==> src/rtl/uart_tx_arbiter_if.sv <==
// ---------------------------------------------------------------------------
// uart_tx_arbiter_if
// Bundles the requester-side and transmitter-side signals of the UART TX
// round-robin arbiter.
//   i_req      [N_REQ]          level requests, held until granted
//   i_data     [N_REQ*DATA_W]   packed bytes, requester k at [k*DATA_W +: DATA_W]
//   o_gnt      [N_REQ]          one-hot grant pulse
//   o_tx_data  [DATA_W]         latched byte to the transmitter
//   o_tx_start                  one-cycle start pulse to the transmitter
//   i_tx_ready                  transmitter idle flag (high = idle)
//   o_owner    [clog2(N_REQ)]   current / last granted requester
//   o_busy                      arbiter not idle
//   o_err                       sticky watchdog flag
// Modport slave is the arbiter; modport master is the client/transmitter side.
// ---------------------------------------------------------------------------
interface uart_tx_arbiter_if #(
    parameter int N_REQ  = 4,
    parameter int DATA_W = 8
);
    localparam int IDX_W = (N_REQ > 1) ? $clog2(N_REQ) : 1;

    logic [N_REQ-1:0]        i_req;
    logic [N_REQ*DATA_W-1:0] i_data;
    logic [N_REQ-1:0]        o_gnt;
    logic [DATA_W-1:0]       o_tx_data;
    logic                    o_tx_start;
    logic                    i_tx_ready;
    logic [IDX_W-1:0]        o_owner;
    logic                    o_busy;
    logic                    o_err;

    modport slave (
        input  i_req, i_data, i_tx_ready,
        output o_gnt, o_tx_data, o_tx_start, o_owner, o_busy, o_err
    );

    modport master (
        output i_req, i_data, i_tx_ready,
        input  o_gnt, o_tx_data, o_tx_start, o_owner, o_busy, o_err
    );
endinterface

==> src/rtl/uart_tx_arbiter.sv <==
// ---------------------------------------------------------------------------
// uart_tx_arbiter
// Round-robin scheduler sharing one UART transmit path among N_REQ byte
// producers. In IDLE it picks the next requester after the last winner,
// latches its byte, pulses o_tx_start, then follows the transmitter's ready
// flag (fall = frame accepted, rise = frame done) before arbitrating again.
// A watchdog flags a transmitter that never drops ready after a start.
// Ports:
//   clk  - system clock
//   rst  - asynchronous active-high reset
//   bus  - uart_tx_arbiter_if.slave (requests, data, grant, TX handshake,
//          owner, busy, error)
// ---------------------------------------------------------------------------
module uart_tx_arbiter #(
    parameter int N_REQ  = 4,
    parameter int DATA_W = 8,
    parameter int ACK_TO = 15
) (
    input  logic                clk,
    input  logic                rst,
    uart_tx_arbiter_if.slave    bus
);
    localparam int              IDX_W    = (N_REQ > 1) ? $clog2(N_REQ) : 1;
    localparam logic [3:0]      ACK_TO_C = 4'(ACK_TO);

    typedef enum logic [1:0] {
        IDLE      = 2'd0,
        LAUNCH    = 2'd1,
        WAIT_ACK  = 2'd2,
        WAIT_DONE = 2'd3
    } state_t;

    state_t              r_state;
    state_t              w_next;
    logic [IDX_W-1:0]    r_last;
    logic [IDX_W-1:0]    r_owner;
    logic [DATA_W-1:0]   r_tx_data;
    logic [3:0]          r_cnt;
    logic                r_err;
    logic [IDX_W-1:0]    w_idx;
    logic [IDX_W-1:0]    w_winner;
    logic                w_found;
    logic                w_grant;
    logic                w_timeout;

    // Round-robin scan: first asserted request starting just after the last winner.
    always_comb begin
        w_found  = 1'b0;
        w_winner = '0;
        w_idx    = '0;
        for (int i = 1; i <= N_REQ; i++) begin
            w_idx    = IDX_W'((int'(r_last) + i) % N_REQ);
            w_winner = (!w_found && bus.i_req[w_idx]) ? w_idx : w_winner;
            w_found  = w_found | bus.i_req[w_idx];
        end
    end

    // Next-state logic, grant qualification and watchdog expiry.
    always_comb begin
        w_next    = r_state;
        w_grant   = 1'b0;
        w_timeout = 1'b0;
        case (r_state)
            IDLE: begin
                if (w_found && bus.i_tx_ready) begin
                    w_grant = 1'b1;
                    w_next  = LAUNCH;
                end else begin
                    w_next  = IDLE;
                end
            end
            LAUNCH: begin
                w_next = WAIT_ACK;
            end
            WAIT_ACK: begin
                // A ready fall takes precedence over the watchdog in the same cycle.
                if (!bus.i_tx_ready) begin
                    w_next = WAIT_DONE;
                end else if (r_cnt == ACK_TO_C) begin
                    w_timeout = 1'b1;
                    w_next    = IDLE;
                end else begin
                    w_next = WAIT_ACK;
                end
            end
            WAIT_DONE: begin
                if (bus.i_tx_ready) begin
                    w_next = IDLE;
                end else begin
                    w_next = WAIT_DONE;
                end
            end
            default: begin
                w_next = IDLE;
            end
        endcase
    end

    // State register.
    always_ff @(posedge clk or posedge rst) begin
        if (rst) begin
            r_state <= IDLE;
        end else begin
            r_state <= w_next;
        end
    end

    // Datapath: latched byte, round-robin pointer, owner, watchdog, error flag.
    always_ff @(posedge clk or posedge rst) begin
        if (rst) begin
            r_last    <= IDX_W'(N_REQ - 1);
            r_owner   <= '0;
            r_tx_data <= '0;
            r_cnt     <= 4'd0;
            r_err     <= 1'b0;
        end else begin
            if (w_grant) begin
                r_tx_data <= bus.i_data[w_winner*DATA_W +: DATA_W];
                r_last    <= w_winner;
                r_owner   <= w_winner;
            end
            if (r_state == LAUNCH) begin
                r_cnt <= 4'd0;
            end else if (r_state == WAIT_ACK && bus.i_tx_ready && !w_timeout) begin
                r_cnt <= r_cnt + 4'd1;
            end
            if (w_timeout) begin
                r_err <= 1'b1;
            end
        end
    end

    // Grant is combinational in the grant cycle; held off while reset is asserted.
    always_comb begin
        if (w_grant && !rst) begin
            bus.o_gnt = {{(N_REQ-1){1'b0}}, 1'b1} << w_winner;
        end else begin
            bus.o_gnt = '0;
        end
    end

    assign bus.o_tx_start = (r_state == LAUNCH);
    assign bus.o_busy     = (r_state != IDLE);
    assign bus.o_tx_data  = r_tx_data;
    assign bus.o_owner    = r_owner;
    assign bus.o_err      = r_err;

endmodule
==> src/flat_wrapper.sv <==
// flat-port wrapper written by rule: the top's interface ports become plain ports
module uart_tx_arbiter_flat 
#(
    parameter int N_REQ  = 4,
    parameter int DATA_W = 8,
    parameter int ACK_TO = 15
)
  (clk, rst, bus_i_req, bus_i_data, bus_i_tx_ready, bus_o_gnt, bus_o_tx_data, bus_o_tx_start, bus_o_owner, bus_o_busy, bus_o_err);
  uart_tx_arbiter_if #(.N_REQ(N_REQ), .DATA_W(DATA_W)) bus_i ();
  input  logic clk;
  input  logic rst;
  input wire logic [$bits(bus_i.i_req)-1:0] bus_i_req;
  input wire logic [$bits(bus_i.i_data)-1:0] bus_i_data;
  input wire logic [$bits(bus_i.i_tx_ready)-1:0] bus_i_tx_ready;
  output wire logic [$bits(bus_i.o_gnt)-1:0] bus_o_gnt;
  output wire logic [$bits(bus_i.o_tx_data)-1:0] bus_o_tx_data;
  output wire logic [$bits(bus_i.o_tx_start)-1:0] bus_o_tx_start;
  output wire logic [$bits(bus_i.o_owner)-1:0] bus_o_owner;
  output wire logic [$bits(bus_i.o_busy)-1:0] bus_o_busy;
  output wire logic [$bits(bus_i.o_err)-1:0] bus_o_err;
  assign bus_i.i_req = bus_i_req;
  assign bus_i.i_data = bus_i_data;
  assign bus_i.i_tx_ready = bus_i_tx_ready;
  assign bus_o_gnt = bus_i.o_gnt;
  assign bus_o_tx_data = bus_i.o_tx_data;
  assign bus_o_tx_start = bus_i.o_tx_start;
  assign bus_o_owner = bus_i.o_owner;
  assign bus_o_busy = bus_i.o_busy;
  assign bus_o_err = bus_i.o_err;
  uart_tx_arbiter #(.N_REQ(N_REQ), .DATA_W(DATA_W), .ACK_TO(ACK_TO)) u_core (.clk(clk), .rst(rst), .bus(bus_i));
endmodule
==> config.mk <==
export PLATFORM = sky130hd
export DESIGN_NAME = uart_tx_arbiter_flat
export DESIGN_NICKNAME = d
export VERILOG_FILES = /design/src/rtl/uart_tx_arbiter_if.sv /design/src/rtl/uart_tx_arbiter.sv /design/src/flat_wrapper.sv
export SDC_FILE = /design/constraint.sdc
export NUM_CORES = 1
export LEC_CHECK = 0
export ABC_CLOCK_PERIOD_IN_PS = 2940
export CORE_MARGIN = 3
export CORE_UTILIZATION = 45
export DETAILED_ROUTE_END_ITERATION = 7
export GPL_ROUTABILITY_DRIVEN = 1
export PLACE_DENSITY = 0.87
export SYNTH_ARGS = -nofsm -noshare
export SYNTH_HDL_FRONTEND = slang
export SYNTH_SLANG_ARGS = --single-unit
==> constraint.sdc <==
create_clock -name clk -period 2.94 [get_ports clk]
set_clock_uncertainty 0.05 [all_clocks]
set_input_delay 0.735 -clock clk [delete_from_list [all_inputs] [get_ports clk]]
set_output_delay 0.735 -clock clk [all_outputs]
set_load 0.01 [all_outputs]
; ---- After elaboration in Yosys (flattened, before gate mapping)
; Index checks and enable logic that the tools add are counted.
[word_totals]
elab_cells = 64
output_inout_bits = 17
in_bits = 39
ff_bits = 19
[op_classes]
addsub = 5
n_mux = 25
shifts = 2
n_reduce_logical = 15
n_lt_le_gt_ge = 4
n_eq_ne = 4
bitwise = 3
[op_table]
columns = op, count
row1 = $shiftx 32x6->8, 1
row2 = $mux 2, 7
row3 = $lt 2x3->1 const B, 4
row4 = $mux 4, 3
row5 = $mux 1, 10
row6 = $bmux 1 s2, 4
row7 = $pmux 2 s4, 1
row8 = $logic_and 1x1->1, 7
row9 = $logic_not 1->1, 5
row10 = $add 2x1->2 const B, 2
row11 = $add 2x2->2 const B, 2
row12 = $add 4x1->4 const B, 1
row13 = $eq 2x2->1 const B, 2
row14 = $eq 4x4->1 const B, 1
row15 = $reduce_bool 2->1, 2
row16 = $shl 1x2->4 const A, 1
row17 = $or 1x1->1, 3
row18 = $eq 2x1->1 const B, 1
row19 = $logic_not 2->1, 1

; ---- Depth between registers and ports, before layout
; Gate-level depths: netlist (run 1).
[depth]
word_depth = 11
depth_mapped = 7
ltp_nobuf = 6

; ---- Least setup slack after synthesis (run 1)
; Ideal clock, no wire load.
[synth_path]
path_kind = in2out
start = in bus_i_req[0]
end = out bus_o_gnt[2]
path_buffers = 1
arrival_time_ns = 1.699
cell_stages = 5
required_time_ns = 2.155
slack_ns = 0.456
path_cell_list = a21o_2 -> a31oi_4 -> and2_1 -> buf_2 -> and3_1
[synth_between]
elab_chain_len = 10
elab_cells_between_ends = 27
classes_between = shift (1) / mux (15) / bitwise (3) / reduce/logical (8)
[synth_rtl]
columns = item, line_no
row1 = from (decl), flat_wrapper.sv:12  ; input wire logic [$bits(bus_i.i_req)-1:0] bus_i_req;
row2 = $bmux 1 s2, "uart_tx_arbiter.sv:53, uart_tx_arbiter.sv:54"
row3 = $mux 1 (implied by the code), "uart_tx_arbiter.sv:53, uart_tx_arbiter.sv:54"
row4 = $or 1x1->1 (3 in series), uart_tx_arbiter.sv:54  ; w_found = w_found | bus.i_req[w_idx];
row5 = $logic_and 1x1->1, uart_tx_arbiter.sv:65  ; if (w_found && bus.i_tx_ready) begin
row6 = $mux 1, uart_tx_arbiter.sv:65
row7 = $mux 1, uart_tx_arbiter.sv:63  ; case (r_state)
row8 = $logic_and 1x1->1, uart_tx_arbiter.sv:135  ; if (w_grant && !rst) begin
row9 = $mux 4 (*), uart_tx_arbiter.sv:135
row10 = to (decl), flat_wrapper.sv:15  ; output wire logic [$bits(bus_i.o_gnt)-1:0] bus_o_gnt;
; Mark *: on every way between the ends. The rest lies on a longest branch, timed or not. The select of a mux whose other input is x is not followed.

; ---- Final worst setup path (run 1)
[layout_path]
start = in bus_i_tx_ready
end = out bus_o_gnt[0]
[layout_between]
elab_chain_len = 5
[layout_rtl]
columns = item, line_no
row1 = from (decl), flat_wrapper.sv:14  ; input wire logic [$bits(bus_i.i_tx_ready)-1:0] bus_i_tx_ready;
row2 = $logic_and 1x1->1, uart_tx_arbiter.sv:65
row3 = $mux 1, uart_tx_arbiter.sv:65
row4 = $mux 1, uart_tx_arbiter.sv:63
row5 = $logic_and 1x1->1, uart_tx_arbiter.sv:135
row6 = $mux 4, uart_tx_arbiter.sv:135
; Every way passes these cells.

==> run_results.csv, run 1 <==
group,metric,value,unit
hold_path,min_path_type,"register to register",
drt,drc_errors,0,
floorplanning,die-height,59.26,µm
logic_synthesis,synth_top_area_share,0.3333,
setup_path,critPathKind,"primary input to output pin",
hold_path,min_from,"u_core.bus.o_owner[1]",
timing,final_hold_viol_count,0,
final_layout,final_cells,240,
logic_synthesis,synthXorXnorAreaFrac,0.02059,
floorplanning,initial_core_util,0.4928,
drt,vias,1346,
logic_synthesis,synth_area_per_cell,10.13,µm²
cts,clock_latency,300,ps
cts,clk_pin_slew,120,ps
pwr,power_density,764.3,nW/µm²
final_layout,drive_gt1_frac,0.2810,
placement,port_buffers,55,
global_route,grt_pass1_wl,6.513,mm
logic_synthesis,yosys.area_share.simple,0.1980,
floorplanning,die_w,59.26,µm
setup_path,crit-reg2reg-launch,"u_core.r_last[1]",
placement,place.gp.congestion,0.7943,
final_layout,nets,251,
job,drv_cap,0,
logic_synthesis,syn_nets,166,
final_layout,fillerInstances,154,
setup_path,required,2150,ps
logic_synthesis,synthArstFlopShare,1.000,
cts,cts.path.max_buffers,2,
logic_synthesis,synth_top_area_cell,"dfrtp_1",
drt,ant_nets,0,
cts,cts_inserted_buffers,3,
final_layout,area_growth,61.27,%
timing,rsz0062_at_grt,"false",
logic_synthesis,synth_compound_area_frac,0.2804,
drt,dr.first_iter.drc_count,60,
floorplanning,core_area,2590,µm²
final_layout,diodes,0,
global_route,grt_max_degree,14,
placement,placed_cells,230,
timing,setup_violations,0,
logic_synthesis,yosys_warnings,0,
setup_path,endpoint_kind,"output pin",
setup_path,cp_data_arrival_time,2090,ps
drt,wire_per_inst,16.65,µm
cts,cts_num_sinks,19,
floorplanning,num_rows,18,
setup_path,rrSetupSlack,870,ps
setup_path,r2r_cells,7,
logic_synthesis,synth_area_leaders,"dfrtp_1 (33%), mux2i_1 (6.3%), nor2_1 (5.0%)",
cts,htree_levels,1,
logic_synthesis,postSynthCellCount,126,
timing,fmax,0.3478,GHz
logic_synthesis,synthAdderAreaFrac,0.009804,
logic_synthesis,synth_cell_types,44,
logic_synthesis,synthMuxAreaShare,0.08039,
pwr,p_leak,0.9206,nW
logic_synthesis,synth_flop_cell,"dfrtp_1",
logic_synthesis,synth_commonest_cells,"dfrtp_1 (17), nor2_1 (17), o21ai_0 (9)",
global_route,grt_pass1_vias,1416,
hold_path,hold_path_depth,1,
timing,tightest_slew,407.4,ps
timing,slew_headroom,0.7214,
drt,dr.pass1.iters,4,
floorplanning,ios,56,
logic_synthesis,synth_top_family_by_area,"compound AO/OA/AOI/OAI gates",
global_route,antenna_found_initial,0,
timing,period_needed,2876,ps
timing,whs,442.8,ps
timing,fin_tns_setup,0,ps
timing,post-route-period-util,0.9781,
setup_path,cp_max_fo,3,
setup_path,setup.worst_path.start_class,"primary input",
setup_path,r2r_end,"u_core.bus.o_tx_data[3]",
timing,drv_slew,0,
floorplanning,die_area,3511,µm²
pwr,peakVddDrop,0.0005219,V
logic_synthesis,synth_seq_area_share,0.3745,
drt,routed_wl,3.997,mm
placement,dp_hpwl,3.171,mm
pwr,p_total,1.573,mW
logic_synthesis,synth-edff-count,0,
logic_synthesis,ys_seq_elements,19,
outcome,status,"complete, no violations",
hold_path,min_to,"u_core.bus.o_owner[1]",
drt,viasPerCell,5.608,
cts,cts_root_buf,"clkbuf_4",
cts,cts_tree,"done",
global_route,overflow,0,
global_route,gr-usage-all-layers,0.2446,
logic_synthesis,netlist_area,1276,µm²
## worst max path at each step
stage,depth (start not counted),startpoint,slack (ps),to
finish,7,bus_i_tx_ready,60,bus_o_gnt[0]
global route,7,bus_i_tx_ready,7,bus_o_gnt[0]
CTS,6,bus_i_tx_ready,2,bus_o_gnt[3]
detailed placement,6,bus_i_req[1],-430,bus_o_gnt[3]
global placement,6,bus_i_req[1],-410,bus_o_gnt[1]
floorplan,5,bus_i_req[0],460,bus_o_gnt[2]
## power by group
| group | internal [mW] | switching (mW) | total [mW] |
|---|---|---|---|
| logic | 0.525 | 0.409 | 0.934 |
| clock network | 0.0507 | 0.0859 | 0.137 |
| registers | 0.384 | 0.119 | 0.503 |
| total | 0.960 | 0.614 | 1.57 |
## per-stage QoR
| step | util | instance area, µm² | worst slack [ps] |
|---|---|---|---|
| final | 0.7947 | 2058 | 64.40 |
| after global routing | 0.7947 | 2058 | 7.024 |
| after floorplan | - | 1276 | 456.0 |
| after detailed placement | 0.7744 | 2006 | -434.1 |
| after global placement | 0.7744 | 2006 | -406.3 |
| after CTS | 0.7874 | 2039 | 1.884 |
## placed cells by master, fill, tap and decap left out, types with 4 or more instances in the layout
cell / instances
a21boi_1: 8
a31oi_1: 7
buf_4: 30
clkdlybuf4s50_1: 47
dfrtp_1: 17
dlygate4sd2_1: 4
mux2i_1: 8
nand3_1: 8
nor2_1: 16
o21ai_0: 9
## logic make-up after synthesis
kind of cell	count (synthesis)
AND/OR/NAND/NOR	46
AO/OA/AOI/OAI	41
flip-flops	19
multiplexers	9
buffers and inverters	7
XOR/XNOR	3
adder cells (fa/ha/maj)	1
## timing repair
item / 4_1_cts / 5_1_grt
buffers inserted: 2 / 4
hold buffers: 0 / 0
pin swaps: 3 / 2
setup endpoints to repair: 4 / 3
gates resized for setup: 13 / 6
## flip-flops by register name (all words and copies together) (netlist names)
| signal | cells |
|---|---|
| u_core.bus.o_tx_data | 8 |
| u_core.r_cnt | 4 |
| u_core.bus.o_owner | 2 |
| u_core.r_last | 2 |
| u_core.r_state | 2 |
| u_core.bus.o_err | 1 |
## critical path, stage by stage
cell,delay (ps)
clkdlybuf4s50_1,480
nand2b_1,90
a211o_1,270
nor2_2,110
buf_4,130
and3_1,150
buf_2,130
## per-layer routing
layer  global-route usage  part of all wire
met5                    0                 0
met3              0.02614             0.063
met1               0.3224              0.43
met2               0.4087              0.50
met4              0.09385             0.013
## area by class of cell
cell class,instances,area (µm²),share of cell area
timing repair buffer,85,750.7,0.3647
multi-input combinational,100,757.0,0.3678
sequential,19,478.0,0.2322
inverter,2,7.507,0.003647
clock inverter,1,5.005,0.002432
clock buffer,3,22.52,0.01094
tap,30,37.54,0.01824
Note: power is estimated with default switching activity, not from simulation.
==> inputs of run 2 (changes only) <==
- CAP_MARGIN: not set -> 20
- GPL_TIMING_DRIVEN: not set -> 0
==> run_results.csv, run 2 (synthesis gave the netlist of run 1 again) <==
group,metric,value,unit
pwr,power_frac_seq,0.300,
timing,setup_violations,0,
setup_path,crit-reg2reg-launch,"u_core.r_last[1]",
global_route,grt_pass1_vias,1451,
hold_path,min_path_type,"register to register",
timing,whs,459.7,ps
floorplanning,die-height,59.26,µm
drt,ant_nets,0,
cts,htree_levels,1,
pwr,power.switching,0.6357,mW
pwr,p_leak,0.8766,nW
pwr,p_int,0.9631,mW
timing,period_needed,2876,ps
floorplanning,initial_core_util,0.4928,
placement,dp_hpwl,2.800,mm
pwr,p_total,1.599,mW
pwr,power_density,781.5,nW/µm²
setup_path,rrSetupSlack,940,ps
pwr,clkPwrFrac,0.085,
setup_path,required,2150,ps
global_route,gr-usage-all-layers,0.2534,
pwr,peakVddDrop,0.0006154,V
global_route,grt_pass1_wl,6.596,mm
cts,clk_pin_slew,120,ps
setup_path,r2r_end,"u_core.bus.o_tx_data[0]",
hold_path,min_to,"u_core.bus.o_owner[1]",
drt,dr.pass1.iters,4,
setup_path,critPathKind,"primary input to output pin",
outcome,status,"complete, no violations",
timing,tightest_slew,556.0,ps
setup_path,endpoint_kind,"output pin",
cts,cts_root_buf,"clkbuf_4",
pwr,pwr-share-comb,0.615,
cts,clock_latency,310,ps
final_layout,final_cells,230,
pwr,switching_share,0.3976,
global_route,overflow,0,
final_layout,nets,241,
final_layout,area_growth,60.29,%
job,drv_cap,0,
global_route,antenna_found_initial,0,
drt,vias,1320,
cts,postCtsHoldBufs,0,
drt,dr.first_iter.drc_count,31,
final_layout,most-common-layout-cells,"clkdlybuf4s50_1 (46), dfrtp_1 (17), nor2_1 (16)",
drt,viasPerCell,5.739,
hold_path,min_from,"u_core.bus.o_owner[1]",
placement,place.gp.congestion,0.8020,
global_route,grt_max_degree,12,
placement,placed_cells,211,
floorplanning,core_area,2590,µm²
setup_path,setup.worst_path.start_class,"primary input",
final_layout,diodes,0,
timing,final_hold_viol_count,0,
timing,fmax,0.3477,GHz
drt,routed_wl,4.143,mm
timing,post-route-period-util,0.9783,
floorplanning,ios,56,
placement,port_buffers,55,
cts,cts.path.max_buffers,2,
setup_path,cp_max_fo,10,
drt,drc_errors,0,
final_layout,final_common_cell,"clkdlybuf4s50_1",
cts,cts_inserted_buffers,3,
final_layout,drive_gt1_frac,0.2550,
floorplanning,num_rows,18,
cts,cts_tree,"done",
drt,wire_per_inst,18.01,µm
cts,cts_num_sinks,19,
hold_path,hold_path_depth,1,
floorplanning,die_area,3511,µm²
timing,slew_headroom,0.6273,
floorplanning,die_w,59.26,µm
final_layout,largest_register_ffs,8,
timing,drv_slew,0,
setup_path,cp_data_arrival_time,2090,ps
setup_path,r2r_cells,8,
-- run 2: cell type report --
class | instances | area, µm²
multi-input combinational | 100 | 800.8
timing repair buffer | 69 | 636.9
fill | 169 | 544.3
sequential | 19 | 478.0
buffer | 5 | 48.80
tap | 30 | 37.54
clock buffer | 3 | 22.52
inverter | 2 | 11.26
clock inverter | 1 | 5.005
timing repair inverter | 1 | 5.005
-- run 2: worst max-delay path, stage by stage --
cell and delay, ps:
dlygate4sd2_1 300, nor2_4 70, a211oi_2 280, and2_4 190
buf_6 130, and3_1 150, clkdlybuf4s15_2 220
-- run 2: power by group through the flow --
| stage | sequential (mW) | combinational [mW] | clock (mW) |
|---|---|---|---|
| 2_1_floorplan | 0.495 | 0.504 | 0 |
| 3_3_place_gp | 0.471 | 0.827 | 0 |
| 3_5_place_dp | 0.481 | 0.857 | 0 |
| 4_1_cts | 0.477 | 0.954 | 0.138 |
| 5_1_grt | 0.496 | 1.05 | 0.148 |
| 6_report | 0.480 | 0.983 | 0.136 |
-- run 2: repair_timing --
action | in CTS | in global routing
endpoints found under the hold margin | 0 | 0
pin swaps | 8 | 1
gates cloned | 1 | 0
gates resized for setup | 25 | 7
setup endpoints to repair | 4 | 4
setup buffers | 13 | 1
-- run 2: routing by layer --
metal,GRT usage,routed length (µm),share of wire
met5,0,0,0
met4,0.07767,82,0.020
met3,0.06536,326,0.079
met2,0.4368,2086,0.50
met1,0.3068,1647,0.40
-- run 2: worst max-delay path by stage --
stage	startpoint	end	slack, ps	depth (start not counted)
2_1_floorplan	bus_i_req[0]	bus_o_gnt[2]	460	5
3_3_place_gp	bus_i_req[3]	bus_o_gnt[1]	-790	6
3_5_place_dp	bus_i_req[3]	bus_o_gnt[1]	-840	6
4_1_cts	bus_i_req[3]	bus_o_gnt[2]	5	7
5_1_grt	u_core.r_last[1]	bus_o_gnt[0]	-10	7
6_report	bus_i_req[2]	bus_o_gnt[2]	60	7
-- run 2: metrics by stage --
step	utilization	worst slack (ps)	instance area (µm²)	setup TNS, ps
floorplan	-	456.0	1276	0
global placement	0.7198	-793.4	1864	-2868
detailed placement	0.7198	-837.0	1864	-3034
CTS	0.7889	4.521	2043	0
global route	0.7899	-13.13	2046	-24.81
finish	0.7899	63.68	2046	0
==> inputs of run 3 (changes only) <==
- PLACE_DENSITY: 0.87 -> 0.91
- RECOVER_POWER: not set -> 50
==> run_results.csv, run 3 (synthesis gave the netlist of run 1 again) <==
group,metric,value,unit
final_layout,final_common_cell,"clkdlybuf4s50_1",
cts,cts_root_buf,"clkbuf_4",
timing,final_hold_viol_count,0,
timing,post-route-period-util,0.9851,
pwr,p_leak,0.9025,nW
drt,ant_nets,0,
drt,drc_errors,0,
setup_path,cp_max_fo,7,
cts,clk_pin_slew,130,ps
cts,cts_num_sinks,19,
drt,dr.pass1.iters,4,
global_route,grt_pass1_vias,1545,
cts,clock_latency,330,ps
timing,period_needed,2896,ps
setup_path,required,2150,ps
global_route,gr-usage-all-layers,0.2885,
timing,setup_violations,0,
cts,htree_levels,1,
setup_path,critPathKind,"register to output pin",
global_route,antenna_found_initial,0,
timing,fmax,0.3453,GHz
setup_path,max_stage_delay,560,ps
global_route,grt_max_degree,12,
floorplanning,num_rows,18,
floorplanning,core_area,2590,µm²
global_route,use_met1,0.3073,
placement,dp_hpwl,2.870,mm
timing,whs,457.6,ps
cts,cts.path.max_buffers,2,
floorplanning,die-height,59.26,µm
global_route,busiest_layer,"met2",
placement,port_buffers,55,
setup_path,cp_data_arrival_time,2110,ps
drt,vias,1452,
final_layout,most-common-layout-cells,"clkdlybuf4s50_1 (45), buf_4 (21), dfrtp_1 (17)",
cts,cts_tree,"done",
final_layout,largest_register_ffs,8,
global_route,use_met3,0.07843,
global_route,grt_pass1_wl,7.452,mm
drt,dr.first_iter.drc_count,94,
cts,cts_inserted_buffers,3,
pwr,peakVddDrop,0.0007668,V
pwr,p_total,1.728,mW
setup_path,cp_slowest_cell,"dfstp_2",
floorplanning,die_w,59.26,µm
drt,viasPerCell,6.075,
final_layout,nets,250,
floorplanning,initial_core_util,0.4928,
timing,slew_headroom,0.6273,
hold_path,min_path_type,"register to register",
setup_path,endpoint_kind,"output pin",
final_layout,drive_gt1_frac,0.2775,
global_route,overflow,0,
outcome,status,"complete, no violations",
floorplanning,ios,56,
drt,wire_per_inst,20.90,µm
global_route,gr-usage-met2,0.5070,
final_layout,diodes,0,
job,drv_cap,0,
final_layout,area_growth,64.90,%
timing,tightest_slew,545.0,ps
drt,routed_wl,4.995,mm
pwr,power_density,821.2,nW/µm²
setup_path,setup.worst_path.start_class,"register",
floorplanning,die_area,3511,µm²
placement,place.gp.congestion,0.7822,
setup_path,crit_chain,"buf_8, mux2i_4, a2bb2oi_4, nand2_4, and3_2, dlygate4sd2_1",
timing,drv_slew,0,
## run 3: cell count changes in the layout (fill, tap and decap cells not counted), sizes merged
cell           before  now
clkdlybuf4s15       2    3
clkbuf              7   10
buf                18   24
clkdlybuf4s50      46   45
dlygate4sd2         4    3
dlygate4sd3         0    1
## run 3: worst max-delay path, delay by kind of cell, from the launching register on
family | cells | cell delay, ps
compound gates | 1 | 220
flops | 1 | 560
buf+inv | 2 | 400
simple gates | 2 | 300
mux | 1 | 300
## run 3: worst paths after layout
check                           depth (start not counted)  slack [ps]                      end                   from
worst max-delay path                                    6          40             bus_o_gnt[3]       u_core.r_last[1]
worst min-delay path                                    1         460    u_core.bus.o_owner[1]  u_core.bus.o_owner[1]
worst min register to register                          1         460    u_core.bus.o_owner[1]  u_core.bus.o_owner[1]
max in group asynchronous                               2        1610  u_core.bus.o_tx_data[3]                    rst
worst max register to register                          9         750  u_core.bus.o_tx_data[0]       u_core.r_last[1]
min in group asynchronous                               2         930         u_core.bus.o_err                    rst
## run 3: cell type report
type                       count  area (µm²)
buffer                         5       56.30
clock buffer                   3       22.52
clock inverter                 1       5.005
fill                         141       485.5
inverter                       2       11.26
multi-input combinational    100       793.3
sequential                    19       478.0
tap                           30       37.54
timing repair buffer          78       695.7
timing repair inverter         1       5.005
## run 3: metal layers
metal  up-vias  share of wire
li1        628              -
met1       704           0.36
met2        97           0.53
met3        23          0.075
met4         0          0.035
met5         -              0
## run 3: repair_timing
action,in CTS,in global routing
pin swaps,8,6
hold buffers,0,0
setup endpoints to repair,4,4
setup buffers,14,9
endpoints found under the hold margin,0,0
gates cloned,1,0
gates resized for setup,26,10
## run 3: power breakdown
group          internal [mW]  leakage (nW)  switching, mW
Sequential             0.382         0.224          0.105
Combinational          0.589         0.660          0.501
Clock                 0.0512        0.0177          0.100
## run 3: per-stage QoR
stage	setup TNS, ps	instances	setup WS, ps	area, µm²	utilization
finish	0	239	43.93	2105	0.8126
global route	-14.84	239	-8.548	2105	0.8126
CTS	0	230	8.616	2053	0.7928
detailed placement	-3090	211	-848.3	1864	0.7198
global placement	-2866	211	-795.6	1864	0.7198
floorplan	0	126	456.0	1276	-
